<file path="src/rtl/mem_pkg.sv">
// mem_pkg: shared types and default sizing for the memory access controller.
package mem_pkg;

    // Controller states; VERIFY is only reachable when write read-back is compiled in.
    typedef enum logic [2:0] {
        StIdle,
        StRead,
        StWrite,
        StHold,
        StVerify,
        StResp
    } ctrlState_t;

    localparam int unsigned DefAddrW       = 16;
    localparam int unsigned DefDataW       = 16;
    localparam int unsigned DefMemDepth    = 256;
    localparam int unsigned DefReadWait    = 1;
    localparam int unsigned DefWriteCycles = 2;

endpackage

</file>
<file path="src/rtl/mem_access_ctrl.sv">
// mem_access_ctrl: single-outstanding memory access controller.
// A request is accepted in IDLE, replayed onto the memory strobes for a fixed number of
// cycles and answered with a response that is held until the requester takes it.
// Optional macro MEM_ACCESS_CTRL_VERIFY_EN: every write is read back and compared.
module mem_access_ctrl
    import mem_pkg::*;
#(
    parameter int unsigned ADDR_W       = DefAddrW,
    parameter int unsigned DATA_W       = DefDataW,
    parameter int unsigned MEM_DEPTH    = DefMemDepth,
    parameter int unsigned READ_WAIT    = DefReadWait,
    parameter int unsigned WRITE_CYCLES = DefWriteCycles
) (
    input  logic              clock,
    input  logic              reset,
    input  logic              req_valid,
    output logic              req_ready,
    input  logic              req_write,
    input  logic [ADDR_W-1:0] req_addr,
    input  logic [DATA_W-1:0] req_wdata,
    output logic              rsp_valid,
    input  logic              rsp_ready,
    output logic [DATA_W-1:0] rsp_rdata,
    output logic              rsp_err,
    output logic              MemRead,
    output logic              MemWrite,
    output logic [ADDR_W-1:0] MemIn,
    output logic [DATA_W-1:0] WriteData,
    input  logic [DATA_W-1:0] MemOut
);

    ctrlState_t        state;
    logic [3:0]        waitCnt;
    logic [ADDR_W-1:0] addrLat;
    logic [DATA_W-1:0] wdataLat;
    logic              writeLat;
    logic              outOfRange;

    // Addresses past the populated words are answered without touching the memory.
    assign outOfRange = 32'(req_addr) >= MEM_DEPTH;

    // Ready is a pure function of the state so a request is never taken mid-access.
    assign req_ready = (state == StIdle) && !reset;

    assign MemIn     = addrLat;
    assign WriteData = wdataLat;

    // Request sequencing: one FSM with a shared, non-wrapping wait counter.
    always_ff @(posedge clock) begin
        if (reset) begin
            state     <= StIdle;
            waitCnt   <= 4'd0;
            addrLat   <= '0;
            wdataLat  <= '0;
            writeLat  <= 1'b0;
            rsp_valid <= 1'b0;
            rsp_rdata <= '0;
            rsp_err   <= 1'b0;
            MemRead   <= 1'b0;
            MemWrite  <= 1'b0;
        end else begin
            unique case (state)
                StIdle: begin
                    if (req_valid) begin
                        addrLat  <= req_addr;
                        wdataLat <= req_wdata;
                        writeLat <= req_write;
                        if (outOfRange) begin
                            state     <= StResp;
                            rsp_valid <= 1'b1;
                            rsp_rdata <= '0;
                            rsp_err   <= 1'b1;
                        end else if (req_write) begin
                            state    <= StWrite;
                            MemWrite <= 1'b1;
                            waitCnt  <= 4'(WRITE_CYCLES);
                        end else begin
                            state   <= StRead;
                            MemRead <= 1'b1;
                            waitCnt <= 4'(READ_WAIT);
                        end
                    end
                end
`ifdef MEM_ACCESS_CTRL_VERIFY_EN
                StRead, StVerify: begin
`else
                StRead: begin
`endif
                    if (waitCnt != 4'd0) begin
                        waitCnt <= waitCnt - 4'd1;
                    end
                    // Strobe drops one cycle before sampling, giving MemOut a settle cycle.
                    if (waitCnt == 4'd1) begin
                        MemRead <= 1'b0;
                    end
                    if (waitCnt == 4'd0) begin
                        state     <= StResp;
                        rsp_valid <= 1'b1;
                        // writeLat marks a read-back of a write rather than a plain read.
                        if (writeLat) begin
                            rsp_rdata <= '0;
`ifdef MEM_ACCESS_CTRL_VERIFY_EN
                            rsp_err   <= (MemOut != wdataLat);
`else
                            rsp_err   <= 1'b0;
`endif
                        end else begin
                            rsp_rdata <= MemOut;
                            rsp_err   <= 1'b0;
                        end
                    end
                end
                StWrite: begin
                    if (waitCnt > 4'd1) begin
                        waitCnt <= waitCnt - 4'd1;
                    end else begin
                        waitCnt  <= 4'd0;
                        MemWrite <= 1'b0;
                        state    <= StHold;
                    end
                end
                StHold: begin
`ifdef MEM_ACCESS_CTRL_VERIFY_EN
                    state   <= StVerify;
                    MemRead <= 1'b1;
                    waitCnt <= 4'(READ_WAIT);
`else
                    state     <= StResp;
                    rsp_valid <= 1'b1;
                    rsp_rdata <= '0;
                    rsp_err   <= 1'b0;
`endif
                end
                StResp: begin
                    if (rsp_ready) begin
                        state     <= StIdle;
                        rsp_valid <= 1'b0;
                    end
                end
                default: begin
                    state <= StIdle;
                end
            endcase
        end
    end

endmodule

</file>
<file path="config.mk">
export PLATFORM = sky130hd
export DESIGN_NAME = mem_access_ctrl
export DESIGN_NICKNAME = d
export VERILOG_FILES = /design/src/rtl/mem_pkg.sv /design/src/rtl/mem_access_ctrl.sv
export SDC_FILE = /design/constraint.sdc
export NUM_CORES = 1
export LEC_CHECK = 0
export CAP_MARGIN = 10
export CORE_ASPECT_RATIO = 0.9
export CORE_UTILIZATION = 48
export CTS_BUF_LIST = sky130_fd_sc_hd__clkbuf_8
export CTS_CLUSTER_DIAMETER = 100
export DETAILED_ROUTE_END_ITERATION = 8
export PLACE_DENSITY = 0.88
export SKIP_LAST_GASP = 1
export SLEW_MARGIN = 20
export SYNTH_ARGS = -nofsm -noshare
export SYNTH_HDL_FRONTEND = slang
export SYNTH_SLANG_ARGS = --single-unit
</file>
<file path="constraint.sdc">
create_clock -name clock -period 2.8 [get_ports clock]
set_clock_uncertainty 0.1 [all_clocks]
set_input_delay 0.28 -clock clock [delete_from_list [all_inputs] [get_ports clock]]
set_output_delay 0.28 -clock clock [all_outputs]
set_load 0.02 [all_outputs]
</file>
======== Yosys cells after proc, flatten, opt, wreduce, memory -nomap -nowiden ========
Cells that the tools add are included.
word-level totals
  input port bits ......................... 53
  flip-flop bits (word level) ............. 60
  output and inout port bits .............. 53
operators by class
  equality and inequality tests ........... 15
  reduce and logical (&&, ||, !) cells .... 17
  add/subtract/negate cells ............... 1
  mux-type cells .......................... 35
  $lt $le $gt $ge ......................... 2
operator list
  kind                                                            count
  two-way mux 16 bit                                              4
  one-hot mux 16 bit (3 select lines)                             1
  inequality test 2 bit (second input constant)                   10
  >= comparator 16 x 9 -> 1 bit (second input constant)           1
  two-way mux 4 bit                                               4
  two-way mux 3 bit                                               5
  one-hot mux 3 bit (5 select lines)                              1
  AND reduction 5 bit                                             3
  two-way mux 1 bit                                               13
  one-hot mux 4 bit (3 select lines)                              1
  AND reduction 4 bit                                             3
  nonzero test 4 bit                                              2
  == test 3 x 2 -> 1 bit (second input constant)                  2
  nonzero test 3 bit                                              2
  == test 4 x 1 -> 1 bit (second input constant)                  1
  greater-than comparator 4 x 1 -> 1 bit (second input constant)  1
  zero test 4 bit                                                 1
  two-way mux 2 bit                                               2
  one-hot mux 1 bit (2 select lines)                              2
  one-hot mux 1 bit (4 select lines)                              1
  nonzero test 2 bit                                              2
  subtractor 4 x 1 -> 4 bit (second input constant)               1
  == test 3 x 1 -> 1 bit (second input constant)                  1
  == test 3 bit (second input constant)                           1
  5 further kinds                                                 5

======== Logic depth before layout (Yosys ltp) ========
Gate-level depths: netlist (run 1).
  depth in word-level cells ............... 4
  depth in mapped cells ................... 7

======== Worst setup path after synthesis (run 1) ========
OpenSTA, ideal clock, no wires.
  path kind ............................... register to register
  start ................................... reg waitCnt[0]
  end ..................................... reg waitCnt[1]
  period minus slack after synthesis ...... 1.781 ns
  buffers on the path ..................... 0
  library setup time ...................... 0.086 ns
  slack ................................... 1.019 ns
  arrival time ............................ 1.595 ns
  stages on the path, launching flop included .. 7
  path through ............................ dfxtp_1 -> inv_1 -> ha_1 -> or2_2 -> a2111oi_0 -> a211oi_1 -> a211oi_1
between the ends
  word-level cells in the longest chain between the ends .. 3
  elaborated cells on any way between the ends .. 8
  classes of those cells .................. 1 x add/sub; 1 x order compare; 1 x eq/ne; 3 x mux; 2 x reduce/logical
RTL lines
  element                                                                    RTL line                                       RTL
  start, declared                                                            mem_access_ctrl.sv:33                          logic [3:0] waitCnt;
  start signal, assigned                                                     mem_access_ctrl.sv:76                          waitCnt <= 4'(WRITE_CYCLES);
  start signal, assigned                                                     mem_access_ctrl.sv:80                          waitCnt <= 4'(READ_WAIT);
  start signal, assigned                                                     mem_access_ctrl.sv:90                          waitCnt <= waitCnt - 4'd1;
  subtractor 4 x 1 -> 4 bit, or another cell as far along                    mem_access_ctrl.sv:90, mem_access_ctrl.sv:115
  two-way mux 4 bit, or another cell as far along                            mem_access_ctrl.sv:114                         if (waitCnt > 4'd1) begin
  one-hot mux 4 bit (3 select lines) or AND reduction 4 bit (tied branches)  n/a
Several ways; a longest one is shown, not always the timed one. The select of a mux whose other input is x is not followed.
A chain may end at the register's enable or synchronous reset.

======== Worst setup path after layout (run 1) ========
  start ................................... reg state[2]
  end ..................................... out req_ready
between the ends
  word-level cells in the longest chain between the ends .. 2
RTL lines
  element                 RTL line               RTL
  start, declared         mem_access_ctrl.sv:32  ctrlState_t state;
  start signal, assigned  mem_access_ctrl.sv:51  state <= StIdle;
  start signal, assigned  mem_access_ctrl.sv:69  state <= StResp;
  start signal, assigned  mem_access_ctrl.sv:74  state <= StWrite;
  zero test 3 bit         mem_access_ctrl.sv:43  assign req_ready = (state == StIdle) && !reset;
  logical AND 1 bit       mem_access_ctrl.sv:43
  end, declared           mem_access_ctrl.sv:17  output logic req_ready,
No other way between the ends.

==> summary.md, run 1 <==
| Metric | Value |
|---|---|
| Status | finished, final reports clean |
| Layout area overhead | 48.9% |
| Overall routed net length | about 7100 um |
| I/O pin count | between 100 and 150 |
| Post-synthesis sequential area ratio | a little under half |
| PostCTS Resize Cnt | 0 |
| Cell area after layout | around 0.0038 mm^2 |
| Post-DRT Antenna Nets | 0 |
| FILL cells | 355 |
| Crit path arrival time | between 1.5 and 2 ns |
| Setup TNS | 0 ns |
| Die Wd | ~80 um |
| Leakage power | roughly 1.4 nW |
| Initial antenna violation count | 0 |
| DR WL met2 | 3510 um |
| Peak supply drop | roughly 430 uV |
| Crit-path max FO | 10 |
| Clk Latency, worst-skew pair | 0.34 ns |
| Syn Nets | 367 |
| DP HPWL | 4780 um |
| Post-CTS Setup Inserts | 0 |
| CTS H-tree depth | 3 |
| Crit Reg-Reg Endpoint | waitCnt[0]$_SDFFE_PP0P_ |
| Longest Clk Path Bufs | 2 |
| Post-synth top cells | nand2_1, dfxtp_1, a21oi_1, mux2i_1, clkbuf_1 |
| Top-count cell post-synth | nand2_1 |
| Area leader, netlist | dfxtp_1 |
| Routability cong. | between 0.7 and 0.8 |
| Endpoints failing setup | 0 |
| Worst setup path startpoint | state[2]$_SDFFE_PP0P_ |
| Avg Cell Area, Syn | between 8 and 9 um^2 |
| DR iter-0 viols | ~160 |
| Die ar. | ~0.0057 mm^2 |
| Worst hold slack | between 0.15 and 0.2 ns |
| EDFF count, synth | 0 |
| Cell Area, Placed | roughly 0.0036 mm^2 |
| Total number of vias | roughly 2,600 |
| Core area | roughly 0.005 mm^2 |
| Antenna diodes | 0 |
| CP startpoint kind | register |
| Syn. warnings | 0 |
| Worst-Margin Slew | ~0.66 ns |
| Area contributors post-synth | dfxtp_1, nand2_1, a21oi_1 |
| HP Class | in2reg |
| Hold_buf cts | 0 |
| Vias in the first global route | roughly 2,500 |
| Worst setup EP type | primary output |
| Total congestion overflow | 0 |
| Storage cell area | about 0.0012 mm^2 |
| Crit path to | req_ready |
| CTS tree | yes |
| Met3 WL | approximately 430 um |
| Synth cell types | 42 |
| Max-slew violations | 0 |
| Clock Root Buffer | clkbuf_8 |
| Async SR Flop Fraction | 0% |
| Worst r2r src | waitCnt[0]$_SDFFE_PP0P_ |
| Vias per cell | roughly 5.4 |
| Top Layer Used | met4 |
| Min Clock Period, post-route | about 2.4 ns |
| Die Ht | approximately 72 um |
| Relative slew slack | 55.7% |
| Share of cells above drive strength 1 | ~7.7% |
| Metal-1 WL | between 2000 and 3000 um |
| Gr usage total | about a quarter |
| Synthesized cell area | roughly 0.0026 mm^2 |
| P per Cell Area | roughly 570 mW/mm^2 |
| CTS clk-pin slew, worst paths | 0.06 ns |
| Cts bufs inserted | 9 |
| Hold_sp | reset |
| #FFs+latches synth | 60 |
| Buffers on Ports | roughly 110 |
| Multi-input logic area | around 0.0012 mm^2 |
| Primary FF master, synth | dfxtp_1 |
| FF-to-FF path depth | 6 |
| Slack of the worst reg-to-reg path | around 0.75 ns |
| Fmax achieved | ~420 MHz |
| Starting Density | between 50% and 60% |
| Row count | 24 |
| Hold Vio Cnt, Final | 0 |
| CTS Sinks | 60 |
| Req. time, crit path | 2.42 ns |
| First-pass GRT wire length | 11,400 um |
| Wirelength per Cell | about 15 um |
| Largest net degree at the start of global routing | 36 |
| RSZ-0062 raised after global routing | false |
| MaxCap Viol Count | 0 |
| Post-layout net count | 469 |
| DRC Markers | 0 |
| Initial DRT Pass Iterations | 4 |
| CP Class | reg2out |
| Part of the cycle the worst path needs | around 84% |
| Post-synth top area share | 46.5% |
| Post-Syn Instances | between 300 and 400 |
## critical path: stages, from the launching register on
cell and delay, ns:
dfxtp_1 0.39, or2_2 0.43, nor3_1 0.17, clkdlybuf4s50_1 0.66
## how the worst min path moves through the flow
stage,end,depth (start not counted)
3_3_place_gp,WriteData[4]$_SDFFE_PP0P_,2
5_1_grt,WriteData[0]$_SDFFE_PP0P_,2
6_report,WriteData[8]$_SDFFE_PP0P_,2
3_5_place_dp,WriteData[4]$_SDFFE_PP0P_,2
4_1_cts,WriteData[10]$_SDFFE_PP0P_,2
2_1_floorplan,writeLat$_SDFFE_PP0P_,2
## layout by cell type (no fill, tap or decap), types with 2 or more instances in the layout
master	synthesis	layout
a211oi_1	4	4
o2111ai_1	4	4
o21ai_0	6	6
a31oi_1	4	4
mux2i_1	16	16
a21oi_1	39	39
nand2_1	101	101
o31ai_1	2	2
buf_4	3	6
nand3_1	4	4
ha_1	3	3
or3_1	3	3
dfxtp_1	60	60
inv_1	8	10
nor2_1	4	4
o211ai_1	3	3
nor4_1	2	2
or2_2	3	3
nor3_1	6	6
clkdlybuf4s50_1	0	104
clkbuf_8	0	10
bufinv_16	0	2
## metal layers
metal	track usage, %	vias to the layer above
li1	-	1260
met1	30.7	1219
met2	44.1	94
met3	5.86	16
met4	13.7	0
met5	0	-
## metrics by stage
stage	power, mW	worst slack [ns]	utilization [%]	instances
global route	2.29	0.338	76.7	483
floorplan	1.18	1.02	-	311
detailed placement	1.37	0.422	72.3	467
CTS	2.22	0.435	76.7	483
finish	2.20	0.437	76.7	483
global placement	1.36	0.455	72.3	467
## state kept, by name, indices dropped and copies added, names as in the netlist
signal     count
rsp_rdata     16
WriteData     16
state          3
MemIn         16
rsp_err        1
writeLat       1
rsp_valid      1
MemRead        1
MemWrite       1
waitCnt        4
## layout make-up
| cell class | instances | share of cell area [%] |
|---|---|---|
| Multi-Input combinational cell | 223 | 31.8 |
| Clock buffer | 10 | 3.58 |
| Clock inverter | 6 | 2.08 |
| Timing Repair Buffer | 111 | 28.4 |
| Tap cell | 65 | 2.12 |
| Sequential cell | 60 | 31.2 |
| Inverter | 8 | 0.781 |
## where the power goes
group,internal (mW),switching (mW)
logic,0.204,0.216
registers,0.902,0.0313
clock network,0.517,0.332
## cells by family after synthesis
group	count (synthesis)	synth area share, %
buf+inv	28	6.10
fa+ha+maj	3	1.45
mux	16	6.20
flops	60	46.5
simple gates	136	23.5
compound gates	68	16.3
Note: power is estimated with default switching activity, not from simulation.
==> inputs of run 2 (changes only) <==
Settings changed: CORE_UTILIZATION 48 to 44, PLACE_DENSITY 0.88 to 0.82.
Clock period 2.8 ns to 2.4 ns, I/O delays scaled along.
==> run 2 against run 1 <==
Effect of this change:
- setup slack got worse by 0.017 ns
- register-to-register slack lost 0.33 ns
- cell area grew 0.20%
- combinational power increased by 18%
- clock power is 4.4% lower
- sequential cell count stayed put
- total power grew 8.7%
- routed wire length down 7.5%
- worst hold slack improved by 0.17 ns
- count of clock-buffer cells in the layout increased by 1
- sequential power rose by 17%
- die area up 8.8%
- critical endpoint is now waitCnt[1]$_SDFFE_PP0P_
- largest cell class unchanged
==> summary.md, run 2 (synthesis gave the netlist of run 1 again) <==
| Metric | Value |
|---|---|
| Status | finished, final reports clean (unchanged) |
| CP startpoint kind | register (unchanged) |
| Req. time, crit path | 2.54 ns (was 2.42 ns) |
| DR iter-0 viols | 198 (was 159) |
| Cell area after layout | 0.00385 mm^2 (was 0.00384 mm^2) |
| Longest Clk Path Bufs | 2 (unchanged) |
| Worst setup EP type | register (was primary output) |
| Non-Filler Instances | 489 (was 483) |
| Share of cells above drive strength 1 | 7.88% (was 7.66%) |
| Post-layout net count | 470 (was 469) |
| Gr usage total | 22.1% (was 26.0%) |
| Row count | 26 (was 24) |
| Leakage power | 1.43 nW (was 1.42 nW) |
| Die Ht | 74.7 um (was 71.6 um) |
| Vias per cell | 5.16 (was 5.36) |
| HP Class | in2reg (unchanged) |
| Die Wd | 82.8 um (was 79.3 um) |
| Clock Root Buffer | clkbuf_8 (unchanged) |
| Worst-Margin Slew | 0.708 ns (was 0.658 ns) |
| Core area | 0.00566 mm^2 (was 0.00501 mm^2) |
| Hold_buf cts | 0 (unchanged) |
| Total number of vias | 2,522 (was 2,589) |
| Vias in the first global route | 2,295 (was 2,509) |
| Die ar. | 0.00618 mm^2 (was 0.00568 mm^2) |
| CTS H-tree depth | 3 (unchanged) |
| Post-DRT Antenna Nets | 0 (unchanged) |
| Post-CTS Setup Inserts | 0 (unchanged) |
| Buffers on Ports | 105 (unchanged) |
| Cts bufs inserted | 9 (unchanged) |
| Fmax achieved | slightly above 500 MHz |
| Clk Latency, worst-skew pair | 0.33 ns (was 0.34 ns) |
| First-pass GRT wire length | 10,300 um (was 11,400 um) |
| Wirelength per Cell | 13.3 um (was 14.6 um) |
| Cells after DPL | 473 (was 467) |
| DRC Markers | 0 (unchanged) |
| Max-slew violations | 0 (unchanged) |
| CP Class | reg2reg (was reg2out) |
| DP HPWL | 4680 um (was 4780 um) |
| Endpoints failing setup | 0 (unchanged) |
| Most frequent cells in the layout | clkdlybuf4s50_1, nand2_1, dfxtp_1, a21oi_1, mux2i_1 (unchanged) |
| Initial DRT Pass Iterations | 4 (unchanged) |
| Starting Density | 45.6% (was 51.5%) |
| PostCTS Resize Cnt | 0 (unchanged) |
| Largest net degree at the start of global routing | 28 (was 36) |
| CTS Sinks | 60 (unchanged) |
| Antenna diodes | 0 (unchanged) |
| Min Clock Period, post-route | ~2 ns |
| Initial antenna violation count | 0 (unchanged) |
| Relative slew slack | 52.7% (was 55.7%) |
| CTS clk-pin slew, worst paths | 0.07 ns (was 0.06 ns) |
| Crit path arrival time | 2.12 ns (was 1.98 ns) |
| Hold Vio Cnt, Final | 0 (unchanged) |
| Layout area overhead | 49.2% (was 48.9%) |
| Final Util | 68.1% (was 76.7%) |
| I/O pin count | 106 (unchanged) |
| P per Cell Area | 622 mW/mm^2 (was 573 mW/mm^2) |
| Cell Area, Placed | 0.00367 mm^2 (was 0.00363 mm^2) |
| Routability cong. | 0.816 (was 0.796) |
| MaxCap Viol Count | 0 (unchanged) |
| Most common cell after layout, fill and taps aside | clkdlybuf4s50_1 (unchanged) |
| Total congestion overflow | 0 (unchanged) |
| RSZ-0062 raised after global routing | false (unchanged) |
| CTS tree | yes (unchanged) |
| Setup TNS | 0 ns (unchanged) |
| Crit-path max FO | 4 (was 10) |
| Peak supply drop | 366 uV (was 433 uV) |
| Part of the cycle the worst path needs | a little over 80% |
| Overall routed net length | 6530 um (was 7050 um) |
==> run 2: cell types whose count changed in the layout (fill, tap and decap cells not counted), sizes merged <==
cell	previous run	this run
bufinv	2	0
clkbuf	10	11
clkinv	1	4
inv	10	9
clkinvlp	1	0
dlymetal6s2s	0	1
==> run 2: path summary, 6_finish.rpt <==
kind,start,endpoint,slack [ns],cells after the start
worst max register to register,waitCnt[0]$_SDFFE_PP0P_,waitCnt[1]$_SDFFE_PP0P_,0.42,6
worst min-delay path,req_wdata[0],WriteData[0]$_SDFFE_PP0P_,0.35,3
worst min register to register,MemIn[14]$_SDFFE_PP0P_,MemIn[14]$_SDFFE_PP0P_,0.35,2
worst max-delay path,waitCnt[0]$_SDFFE_PP0P_,waitCnt[1]$_SDFFE_PP0P_,0.42,6
==> run 2: worst max-delay path, cell delays in order (launching register included) <==
cell and delay, ns:
dfxtp_1 0.37, inv_1 0.09, ha_1 0.23, or2_2 0.33
a2111oi_0 0.43, a211oi_1 0.10, a211oi_1 0.24
==> run 2: metal layers <==
| layer | GRT usage (%) | part of all wire [%] | vias to the layer above |
|---|---|---|---|
| met3 | 7.52 | 6.9 | 8 |
| met2 | 35.0 | 49 | 76 |
| met4 | 7.66 | 1.2 | 0 |
| met1 | 28.2 | 43 | 1175 |
| li1 | - | - | 1263 |
| met5 | 0 | 0 | - |
==> run 2: where the power goes <==
part	total [mW]	switching, mW	internal [mW]	leakage (nW)
Sequential	1.09	0.0363	1.05	0.489
Combinational	0.494	0.247	0.248	0.841
Clock	0.812	0.389	0.423	0.100
==> run 2: metrics by stage <==
stage	total power [mW]	hold slack (ns)	setup WS, ns
2_1_floorplan	1.38	0.276	0.619
3_3_place_gp	1.60	0.340	0.336
3_5_place_dp	1.61	0.345	0.245
4_1_cts	2.41	0.336	0.0162
5_1_grt	2.50	0.340	0.257
6_report	2.40	0.349	0.420
==> run 2: final cells by class <==
cell class / instances / area, um^2
Clock buffer: 11 / 151
Multi-Input combinational cell: 223 / 1220
Fill cell: 484 / 1810
Tap cell: 70 / 87.6
Timing Repair Buffer: 112 / 1130
Inverter: 8 / 30.0
Clock inverter: 5 / 27.5
Sequential cell: 60 / 1200
==> inputs of run 3 (changes only) <==
Settings changed: CORE_UTILIZATION 44 to 40, PLACE_DENSITY 0.82 to 0.78.
Clock period 2.4 ns to 1.75 ns, I/O delays scaled along.
==> run 3 against run 2 <==
Effect of this change:
- the flow now finishes with violations (setup timing)
- first-iteration DRC count is 20% lower
- count of clock-buffer cells in the layout decreased by 1
- routed wire length grew 8.2%
- fmax is 13% higher
- largest cell class is now non-clock buffers
- largest power group unchanged
==> summary.md, run 3 (synthesis gave the netlist of run 1 again) <==
| Metric | Value |
|---|---|
| Non-Filler Instances | 529 (was 489) |
| CP Class | reg2reg (unchanged) |
| Cell Area, Placed | 0.00384 mm^2 (was 0.00367 mm^2) |
| DR iter-0 viols | 158 (was 198) |
| Peak supply drop | 504 uV (was 366 uV) |
| Worst-Margin Slew | 0.708 ns (about the same) |
| Total congestion overflow | 0 (unchanged) |
| Cells after DPL | 509 (was 473) |
| Most common cell after layout, fill and taps aside | clkdlybuf4s50_1 (unchanged) |
| CTS Sinks | 60 (unchanged) |
| FF-to-FF path depth | 6 (unchanged) |
| I/O pin count | 106 (unchanged) |
| Relative slew slack | 52.7% (about the same) |
| Vias per cell | 4.89 (was 5.16) |
| Crit-path max FO | 9 (was 4) |
| Req. time, crit path | 1.91 ns (was 2.54 ns) |
| Cts bufs inserted | 9 (unchanged) |
| Buffers on Ports | 105 (unchanged) |
| Vias in the first global route | 2,487 (was 2,295) |
| Hold Vio Cnt, Final | 0 (unchanged) |
| Wirelength per Cell | 13.3 um (about the same) |
| Pre-CTS setup slack | -0.215 ns (was 0.245 ns) |
| Hold_sp | reset (was req_wdata[0]) |
| First-pass GRT wire length | 11,300 um (was 10,300 um) |
| Clock Root Buffer | clkbuf_8 (unchanged) |
| Worst setup EP type | register (unchanged) |
| Die Ht | 78.2 um (was 74.7 um) |
| WHS Endpoint | state[2]$_SDFFE_PP0P_ (was WriteData[0]$_SDFFE_PP0P_) |
| Total number of vias | 2,586 (was 2,522) |
| Max-slew violations | 0 (unchanged) |
| Post-DRT Antenna Nets | 0 (unchanged) |
| Min Clock Period, post-route | 1.75 ns (was 1.98 ns) |
| Post-layout net count | 494 (was 470) |
| Violated checks | setup timing |
| Crit Reg-Reg Endpoint | rsp_rdata[0]$_SDFFE_PP0P_ (was waitCnt[1]$_SDFFE_PP0P_) |
| Longest Clk Path Bufs | 2 (unchanged) |
| Core area | 0.00618 mm^2 (was 0.00566 mm^2) |
| Setup WS post-layout | -0.000389 ns (was 0.420 ns) |
| Row count | 27 (was 26) |
| Die Wd | 86.7 um (was 82.8 um) |
| CTS H-tree depth | 3 (unchanged) |
| DP HPWL | 4860 um (was 4680 um) |
| Hold path depth | 2 (was 3) |
| Endpoints failing setup | 1 (was 0) |
| Gr usage total | 21.4% (was 22.1%) |
| Leakage power | 1.56 nW (was 1.43 nW) |
| Initial antenna violation count | 0 (unchanged) |
| Setup TNS | -0.000389 ns (was 0 ns) |
| Most frequent cells in the layout | clkdlybuf4s50_1, nand2_1, dfxtp_1, a21oi_1, buf_4 (was clkdlybuf4s50_1, nand2_1, dfxtp_1, a21oi_1, mux2i_1) |
| Routability cong. | 0.850 (was 0.816) |
| Crit path arrival time | 1.91 ns (was 2.12 ns) |
| Die ar. | 0.00678 mm^2 (was 0.00618 mm^2) |
| Cell area after layout | 0.00416 mm^2 (was 0.00385 mm^2) |
| Status | finished, violations left (was finished, final reports clean) |
| Slack of the worst reg-to-reg path | -0.0004 ns (was 0.42 ns) |
| Initial DRT Pass Iterations | 4 (unchanged) |
| Worst r2r src | state[1]$_SDFFE_PP0P_ (was waitCnt[0]$_SDFFE_PP0P_) |
| FILL cells | 535 (was 484) |
| Clk Latency, worst-skew pair | 0.33 ns (about the same) |
| Fmax achieved | 571 MHz (was 505 MHz) |
| CP startpoint kind | register (unchanged) |
| RSZ-0062 raised after global routing | true (was false) |
| Largest net degree at the start of global routing | 28 (unchanged) |
| CTS tree | yes (unchanged) |
| P per Cell Area | 831 mW/mm^2 (was 622 mW/mm^2) |
| Part of the cycle the worst path needs | 100% (was 82.5%) |
| CTS clk-pin slew, worst paths | 0.07 ns (about the same) |
| DRC Markers | 0 (unchanged) |
| Share of cells above drive strength 1 | 15.4% (was 7.88%) |
| Starting Density | 41.8% (was 45.6%) |
| MaxCap Viol Count | 0 (unchanged) |
| Layout area overhead | 61.2% (was 49.2%) |
| Overall routed net length | 7060 um (was 6530 um) |
| Antenna diodes | 0 (unchanged) |
| HP Class | in2reg (unchanged) |
## run 3: area by class of cell
cell class              count  area, um^2  area share (%)
multi-input cells         223        1280            30.6
well taps                  87         109            2.61
clock inverters             5        52.6            1.26
repair buffers            136        1350            32.4
clock buffers              10         138            3.31
inverters                   8        30.0           0.721
flip-flops and latches     60        1210            29.0
## run 3: what timing repair did
item,4_1_cts,5_1_grt
endpoints found under the setup margin,6,17
cloned,0,2
resized for setup,5,18
pin swaps,1,8
endpoints found under the hold margin,0,0
hold buffers,0,0
setup buffers,0,3
## run 3: worst max-delay path: stages, from the launching register on
cell       delay, ns
dfxtp_4         0.36
or3b_4          0.44
a21o_4          0.22
o211ai_2        0.07
buf_6           0.15
clkbuf_16       0.16
mux2i_1         0.17
## run 3: stage by stage
stage / total power [mW] / hold WS [ns] / utilization, %
global route: 3.63 / 0.0965 / 67.4
floorplan: 1.89 / 0.211 / -
CTS: 3.45 / 0.0829 / 65.8
finish: 3.46 / 0.0903 / 67.4
global placement: 2.22 / 0.341 / 62.2
detailed placement: 2.23 / 0.347 / 62.2
## run 3: power breakdown
| group | switching (mW) | internal [mW] |
|---|---|---|
| registers | 0.0429 | 1.44 |
| logic | 0.370 | 0.397 |
| clock network | 0.525 | 0.683 |
## run 3: how the worst max path moves through the flow
stage	slack (ns)	depth (start not counted)	end	start
after floorplan	-0.02	6	waitCnt[1]$_SDFFE_PP0P_	waitCnt[0]$_SDFFE_PP0P_
after CTS	-0.004	3	req_ready	state[2]$_SDFFE_PP0P_
after global routing	-0.09	6	waitCnt[0]$_SDFFE_PP0P_	waitCnt[0]$_SDFFE_PP0P_
after global placement	-0.20	7	rsp_rdata[5]$_SDFFE_PP0P_	req_addr[15]
after detailed placement	-0.22	7	rsp_rdata[0]$_SDFFE_PP0P_	req_addr[15]
final	-0.0004	6	rsp_rdata[0]$_SDFFE_PP0P_	state[1]$_SDFFE_PP0P_
## run 3: metal layers
| layer | GRT usage, % | up-vias | share of wire (%) |
|---|---|---|---|
| li1 | - | 1310 | - |
| met2 | 33.7 | 74 | 48 |
| met3 | 7.05 | 11 | 5.8 |
| met4 | 8.33 | 0 | 1.6 |
| met1 | 27.1 | 1191 | 44 |
| met5 | 0 | - | 0 |
==> edit: new RTL, settings of run 3 <==
Set the package constant `DefAddrW` to 15 (it was 16).
--- a/src/rtl/mem_pkg.sv
+++ b/src/rtl/mem_pkg.sv
@@ -11,7 +11,7 @@
         StResp
     } ctrlState_t;
 
-    localparam int unsigned DefAddrW       = 16;
+    localparam int unsigned DefAddrW       = 15;
     localparam int unsigned DefDataW       = 16;
     localparam int unsigned DefMemDepth    = 256;
     localparam int unsigned DefReadWait    = 1;
Interface: changed (resized MemIn and req_addr); port bits go from 106 to 104. The function was not compared with the original's and may differ.
==> edit against run 3 <==
The run still ends with negative setup slack left. Largest power group unchanged. Via count increased by 3.3%. First-iteration DRC count is 20% higher. Routed wire length grew 10%. Worst hold slack worse by 57 ps. Power grew 12%. Highest routed layer unchanged. Sequential share of layout area shrank 0.38 points. Maximum frequency is 2.2% lower. Die area down 8.8%. Setup slack got worse by 39 ps. Design area shrank 0.78%. Area after synthesis fell by 9.0%. Sequential cell count decreased by 1.
==> edit: results (changes against run 3) <==
Placed design
  – Placed cell areas: 0.00360 mm² (-6.3%)
  – Post-DP HPWL: 4590 µm (-5.6%)
  – Post-Place Setup Slack: -518 ps (-303 ps)
  – I/O Buffers: 103 (-1.9%)
  – GP Congestion: 0.864 (+1.7%)
  – Dpl cells: 472 (-7.3%)

Min path
  – WHS Path Cells: 3 (+1)
  – Worst hold endpoint: MemIn[8]

Worst setup path
  – CP delay by family, top: compound AO/OA/AOI/OAI gates
  – Crit Reg-Reg Endpoint: waitCnt[2]
  – CP Max Fanout: 5 (-4)
  – R2R depth: 7 (+1)
  – Max stage delay on crit path: 340 ps (-100 ps)

Global routing
  – First-pass GRT wire length: 11,500 µm (+1.3%)

Power
  – P_leak: 1.55 nW (-0.64%)
  – Internal: 0.00269 W (+6.8%)
  – Switching part of the total: 0.306 (+0.0351)
  – Comb pwr share: 0.325 (+0.103)

STA
  – Final setup fails: 7 (+6)
  – Setup ws final: -39.4 ps (-39.0 ps)
  – Tightest Pin Transition: 470 ps (-238 ps)
  – Setup Total Neg Slack: -170 ps (-170 ps)

Synthesis
  – Yosys cell types: 35 (-17%)
  – Syn Inst Count: 294 (-5.5%)
  – Area contributors post-synth: dfxtp_1, nand2_1, a21oi_1
  – Sequential area share after synthesis: 0.503 (+0.0375)

Route
  – Vias: 2,672 (+3.3%)
  – First DRT Iteration DRCs: 189 (+20%)
  – Via/cell ratio: 5.37 (+9.8%)
  – DRT Wirelength: 7790 µm (+10%)
  – TritonRoute pass-1 iters: 6 (+2)

Status
  – Outcome: complete, but fails checks
  – Failing checks: negative setup slack

Final layout
  – Final nets: 479 (-3.0%)
  – Share of cells above drive strength 1: 0.217 (+0.0634)

Clock tree
  – Cts repair resizes: 25 (+20)
edit: changes by cell type after synthesis, moves of 4 or more:
cell	before	now
nand2_1	101	82
nand3_1	4	17
o2111ai_1	4	0
mux2i_1	16	0
clkbuf_1	11	17
o21ai_1	0	15
a21oi_1	39	35
edit: final cells by class:
class                      instances  area (µm²)
fill                             429        1530
clock inverter                     3        13.8
multi-input combinational        208        1250
tap                               70        87.6
clock buffer                      12         165
sequential                        59        1180
timing repair buffer             140        1410
inverter                           6        22.5
edit: cell families after synthesis:
kind of cell / after synthesis / share of synthesized area
adders and majority gates: 3 / 0.0160
AOI/OAI and AO/OA: 80 / 0.200
buffers and inverters: 27 / 0.0453
DFF: 59 / 0.503
and+or+nand+nor: 125 / 0.236
edit: metal layers:
layer	vias up	share of wire	track usage	wire length [µm]
li1	1273	-	-	-
met1	1241	0.42	0.309	3250
met2	125	0.48	0.396	3720
met3	33	0.066	0.0958	517
met4	0	0.039	0.102	305
met5	-	0	0	0
